## src/rtl/cpu_pkg.sv

```systemverilog
`default_nettype none
// ============================================================================
//  Module      : cpu_pkg
//  Description : Definitions shared by tstate_sequencer and
//                controller_sequencer: instruction-length and step-mode
//                encodings, the last T-state of each instruction length,
//                and the width of the one-hot T-state vector.
//  Revision    : 1.0 - initial release
// ============================================================================
package cpu_pkg;

    // Width of the one-hot T-state vector (T0..T14).
    localparam int RC_WIDTH = 15;

    // Instruction length reported by the controller.
    typedef enum logic [1:0] {
        MODE_1B   = 2'b00,
        MODE_2B   = 2'b01,
        MODE_3B   = 2'b10,
        MODE_RSVD = 2'b11
    } mode_e;

    // Debug stepping modes.
    typedef enum logic [1:0] {
        STEP_RUN    = 2'b00,
        STEP_TSTATE = 2'b01,
        STEP_INSTR  = 2'b10,
        STEP_RSVD   = 2'b11
    } step_mode_e;

    // Index of the final micro-step for each instruction length.
    localparam logic [3:0] LAST_T_1B = 4'd5;
    localparam logic [3:0] LAST_T_2B = 4'd9;
    localparam logic [3:0] LAST_T_3B = 4'd13;

    // Final T-state for a given instruction length. The reserved encoding
    // behaves like a 1-byte instruction so the machine keeps cycling.
    function automatic logic [3:0] last_t_for_mode(input logic [1:0] mode_in);
        logic [3:0] last_t;
        case (mode_in)
            MODE_1B: last_t = LAST_T_1B;
            MODE_2B: last_t = LAST_T_2B;
            MODE_3B: last_t = LAST_T_3B;
            default: last_t = LAST_T_1B;
        endcase
        return last_t;
    endfunction

endpackage
`default_nettype wire

```

## src/rtl/step_edge_detect.sv

```systemverilog
`default_nettype none
// ============================================================================
//  Module      : step_edge_detect
//  Description : Rising-edge detector for the debug-panel step request.
//                The history register resets to 1 so that a request held
//                high through reset is not seen as a fresh edge.
//  Ports       : clk       - system clock
//                rst       - asynchronous active-high reset
//                step_req  - step request level
//                step_edge - high for the cycle in which step_req rises
//  Revision    : 1.0 - initial release
// ============================================================================
module step_edge_detect (
    input  logic clk,
    input  logic rst,
    input  logic step_req,
    output logic step_edge
);

    logic r_step_req_d;

    always_ff @(posedge clk or posedge rst) begin
        if (rst) begin
            r_step_req_d <= 1'b1;
        end else begin
            r_step_req_d <= step_req;
        end
    end

    assign step_edge = step_req & ~r_step_req_d;

endmodule
`default_nettype wire

```

## src/rtl/tstate_sequencer.sv

```systemverilog
`default_nettype none
// ============================================================================
//  Module      : tstate_sequencer
//  Description : One-hot T-state ring counter for controller_sequencer.
//                Wraps at the last micro-step of the current instruction
//                length, freezes on HLT, and supports run, T-state-step and
//                instruction-step debug modes.
//  Ports       : clk, rst            - clock, async active-high reset
//                enable_ring_counter - 0 = HLT
//                mode                - instruction length (1/2/3 byte)
//                clear_cpu           - synchronous restart to T0
//                step_mode, step_req - debug stepping control
//                ring_counter        - one-hot T-state
//                t_index             - binary index of the T-state
//                instr_start         - ring_counter is T0
//                step_ack            - step-granted advance this cycle
//                paused, halted      - status flags
//                illegal_mode        - reserved mode seen at a wrap
//                instr_count         - instructions retired
//  Revision    : 1.0 - initial release
// ============================================================================
module tstate_sequencer #(
    parameter int RC_WIDTH  = cpu_pkg::RC_WIDTH,
    parameter int CNT_WIDTH = 16
) (
    input  logic                 clk,
    input  logic                 rst,
    input  logic                 enable_ring_counter,
    input  logic [1:0]           mode,
    input  logic                 clear_cpu,
    input  logic [1:0]           step_mode,
    input  logic                 step_req,
    output logic [RC_WIDTH-1:0]  ring_counter,
    output logic [3:0]           t_index,
    output logic                 instr_start,
    output logic                 step_ack,
    output logic                 paused,
    output logic                 halted,
    output logic                 illegal_mode,
    output logic [CNT_WIDTH-1:0] instr_count
);

    import cpu_pkg::*;

    localparam logic [RC_WIDTH-1:0] c_t0 = RC_WIDTH'(1);

    logic [RC_WIDTH-1:0]  r_ring;
    logic                 r_halted;
    logic                 r_illegal;
    logic [CNT_WIDTH-1:0] r_count;

    logic                 w_step_edge;
    logic [1:0]           w_step_mode;
    logic                 w_at_t0;
    logic                 w_valid;
    logic [3:0]           w_t_index;
    logic                 w_is_last;
    logic                 w_grant;
    logic                 w_step_grant;
    logic                 w_paused;
    logic                 w_advance;
    logic [RC_WIDTH-1:0]  w_ring_next;

    step_edge_detect u_step_edge_detect (
        .clk       (clk),
        .rst       (rst),
        .step_req  (step_req),
        .step_edge (w_step_edge)
    );

    // Index of the lowest asserted bit; only meaningful when the vector is
    // one-hot, which is the only case in which it is used for wrapping.
    always_comb begin
        w_t_index = 4'd0;
        for (int i = RC_WIDTH - 1; i >= 0; i--) begin
            if (r_ring[i]) begin
                w_t_index = 4'(i);
            end
        end
    end

    always_comb begin
        w_step_mode = (step_mode == STEP_RSVD) ? STEP_RUN : step_mode;
        w_at_t0     = (r_ring == c_t0);
        // The top T-state is never legitimately reached, so it is treated
        // like a corrupted vector and forces a restart at T0.
        w_valid     = (r_ring != '0) &&
                      ((r_ring & (r_ring - RC_WIDTH'(1))) == '0) &&
                      !r_ring[RC_WIDTH-1];
        w_is_last   = w_valid && (w_t_index == last_t_for_mode(mode));

        w_grant      = 1'b1;
        w_step_grant = 1'b0;
        w_paused     = 1'b0;
        case (w_step_mode)
            STEP_TSTATE: begin
                // Always waiting; each accepted edge is exactly one advance.
                w_grant      = w_step_edge;
                w_step_grant = w_step_edge;
                w_paused     = 1'b1;
            end
            STEP_INSTR: begin
                // Away from T0 the instruction free-runs to completion, so a
                // mid-instruction edge has no extra effect. At T0 it waits.
                w_grant      = !w_at_t0 || w_step_edge;
                w_step_grant = w_at_t0 && w_step_edge;
                w_paused     = w_at_t0;
            end
            default: begin
                w_grant      = 1'b1;
                w_step_grant = 1'b0;
                w_paused     = 1'b0;
            end
        endcase

        w_advance = enable_ring_counter && !r_halted && !clear_cpu && w_grant;

        if (!w_valid || w_is_last) begin
            w_ring_next = c_t0;
        end else begin
            w_ring_next = r_ring << 1;
        end
    end

    always_ff @(posedge clk or posedge rst) begin
        if (rst) begin
            r_ring    <= c_t0;
            r_halted  <= 1'b0;
            r_illegal <= 1'b0;
            r_count   <= '0;
        end else if (clear_cpu) begin
            r_ring    <= c_t0;
            r_halted  <= 1'b0;
            r_illegal <= 1'b0;
            r_count   <= '0;
        end else if (!enable_ring_counter && !r_halted) begin
            r_halted  <= 1'b1;
        end else if (w_advance) begin
            r_ring <= w_ring_next;
            if (w_is_last) begin
                r_count <= r_count + CNT_WIDTH'(1);
                if (mode == MODE_RSVD) begin
                    r_illegal <= 1'b1;
                end
            end
        end
    end

    assign ring_counter = r_ring;
    assign t_index      = w_t_index;
    assign instr_start  = w_at_t0;
    assign step_ack     = w_advance && w_step_grant;
    assign paused       = w_paused;
    assign halted       = r_halted;
    assign illegal_mode = r_illegal;
    assign instr_count  = r_count;

endmodule
`default_nettype wire

```

## config.mk

```make
export PLATFORM = sky130hd
export DESIGN_NAME = tstate_sequencer
export DESIGN_NICKNAME = d
export VERILOG_FILES = /design/src/rtl/cpu_pkg.sv /design/src/rtl/step_edge_detect.sv /design/src/rtl/tstate_sequencer.sv
export SDC_FILE = /design/constraint.sdc
export NUM_CORES = 1
export LEC_CHECK = 0
export CORE_UTILIZATION = 48
export DETAILED_ROUTE_END_ITERATION = 16
export PLACE_DENSITY = 0.85
export SLEW_MARGIN = 30
export SYNTH_ARGS = -nofsm -noshare
export SYNTH_HDL_FRONTEND = slang
export SYNTH_SLANG_ARGS = --single-unit
export TNS_END_PERCENT = 50
```

## constraint.sdc

```tcl
create_clock -name clk -period 6.68 [get_ports clk]
set_clock_uncertainty 0.2 [all_clocks]
set_input_delay 0.668 -clock clk [delete_from_list [all_inputs] [get_ports clk]]
set_output_delay 0.668 -clock clk [all_outputs]
set_load 0.01 [all_outputs]
```

==> results.toml <==
[run_status]
status = "finished, final reports clean"

[synthesis]
ys_seq_area_frac = 0.423
syn_nets = 242
synthMuxAreaShare = 0.00496
synth_top_family_by_area = "simple AND/OR/NAND/NOR gates"
ys_seq_elements = 34
synthFlopType = "dfrtp_1"
synth-compound-area-share = 0.234
synthAdderAreaFrac = 0.0310
synthXorXnorAreaFrac = 0.00434
syn_avg_cell_area_um2 = 8.85
netlist_instances = 228
syn_area_um2 = 2020
yosysWarnings = 0
async_reset_ff_frac = 1.00
synth_cell_types = 44
synthSimpleGateAreaFrac = 0.242
synth_edf_count = 0

[clock_tree]
clock_sinks = 34
hold_buffers = 0
cts_buffer_depth = 2
cts_root_buffer = "clkbuf_8"
path_clk_slew_ns = 0.07
clk_latency_ns = 0.28
ctsResizeCount = 0
htreeDepth = 2
cts_setup_buffers = 0
cts_made_buffers = 5
cts_tree = "done"

[floorplan]
rows = 23
core_area_um2 = 4030
num_io_pins = 49
die-height_um = 66.8
die_x_um = 66.8
die-area_um2 = 4460
start_util = 0.501

[detailed_routing]
ant_nets = 0
totalWireLength_um = 4600
viasPerCell = 6.00
drt_iter0_drc = 140
drc = 0
firstDrtPassIters = 5
vias = 1908
wire_per_inst_um = 14.5

[setup_path]
crit_chain = "or4b_2, nor4_1, a21oi_1, nor2_1, nand2_1, nor3_1, clkdlybuf4s50_1"
arrival_ns = 3.12
crit_family = "simple AND/OR/NAND/NOR gates"
path_class = "flop to primary output"
path_max_fanout = 10
crit_path_start_kind = "flop"
cpMaxStageDelayCell = "dfstp_2"
crit_path_end_kind = "primary output"
path_buf_inv = 1
cpPeakStageDelay_ns = 0.62
required_ns = 5.81

[final_layout]
final_nets = 281
drive_gt1_frac = 0.0672
final_util = 0.643
area_delta_synth_final_pct = 28.5
num_antenna_cells = 0
layout_common_cells = "clkdlybuf4s50_1 (48), dfrtp_1 (32), a21oi_1 (23)"
final_common_cell = "clkdlybuf4s50_1"

[sta]
fin_tns_setup_ns = 0
drv_slew = 0
max_freq_ghz = 0.251
timing.final.crit_share = 0.597
period_needed_ns = 3.99
hold_violations = 0
slew_headroom = 0.502
worstMarginPinSlew_ns = 0.744
setup_ws_ns = 2.69
rsz0062_at_grt = "false"
setup_viol = 0

[job]
drv_cap = 0

[grt]
grt_pass1_wl_um = 7580
use_met3 = 0.0462
grt_max_degree = 35
gr-total-overflow = 0
grt_pass1_vias = 1647
antenna_found_initial = 0
grtUsageMet1 = 0.317
met2_usage = 0.324
track_usage = 0.222
top_usage_layer = "met2"

[place]
port_buffers = 48
dp_hpwl_um = 3170
dp_slack_ns = 2.47
gp_congestion = 0.889

[power_and_ir_drop]
leakagePower_nw = 1.06
power.density_nw_per_um2 = 165
ir_worst_vdd_v = 0.000110
power.total_uw = 427

[worst_hold_path]
hp-class = "flop to flop"
cell usage after synthesis, drive strengths merged (4+ instances only):
cell type  number  share of area
nand3           7          0.017
inv            11          0.020
a22o           14          0.061
o21ai          15          0.037
dfrtp          32           0.40
or4             6          0.024
nor4            7          0.022
or3            13          0.040
nand4           4          0.012
buf             5          0.016
ha              5          0.031
o31ai           5          0.019
nand2          10          0.019
clkbuf         13          0.024
and3            8          0.025
nor2           15          0.028
nor3            6          0.015
a21oi          24          0.061
flip-flops by register name (all words and copies together), names as in the netlist:
name                             count
halted                               1
illegal_mode                         1
instr_count                         16
ring_counter                        15
u_step_edge_detect.r_step_req_d      1
metal layers:
layer,routed length [um],up-vias
met2,2100,72
li1,-,929
met5,0,-
met4,75,0
met1,2150,899
met3,277,8
power by group:
group | switching (mW) | leakage (nW) | internal (mW)
Combinational | 0.0309 | 0.542 | 0.0255
Clock | 0.0734 | 0.0482 | 0.0831
Sequential | 0.00460 | 0.466 | 0.209
Total | 0.109 | 1.06 | 0.318
worst paths after layout:
kind / startpoint / end / slack, ns / cells after the start
max in group asynchronous: rst / u_step_edge_detect.r_step_req_d / 5.37 / 3
min in group asynchronous: rst / ring_counter[4] / 0.57 / 3
max reg2reg: ring_counter[8] / instr_count[8] / 3.16 / 8
max: ring_counter[0] / step_ack / 2.69 / 7
min reg2reg: illegal_mode / illegal_mode / 0.34 / 1
min: illegal_mode / illegal_mode / 0.34 / 1
cell type report:
type	count	area, um^2
Fill cell	344	1440
Tap cell	50	62.6
Clock buffer	7	86.3
Sequential cell	34	853
Inverter	11	41.3
Timing Repair Buffer	50	499
Clock inverter	1	5.00
Multi-Input combinational cell	165	1040
kinds of logic (layout without fill, tap and decap cells):
| group | Yosys count | count (layout) |
|---|---|---|
| simple gates | 87 | 87 |
| compound gates | 71 | 71 |
| flops | 34 | 34 |
| buf+inv | 29 | 69 |
| fa+ha+maj | 5 | 5 |
| xor+xnor | 1 | 1 |
| mux | 1 | 1 |
through the flow:
step	hold slack [ns]	std cells	cell area [um^2]
floorplan	0.346	228	2020
global placement	0.324	309	2490
detailed placement	0.336	309	2490
CTS	0.351	317	2580
global route	0.377	318	2590
finish	0.341	318	2590
(Power assumes the default switching activity.)
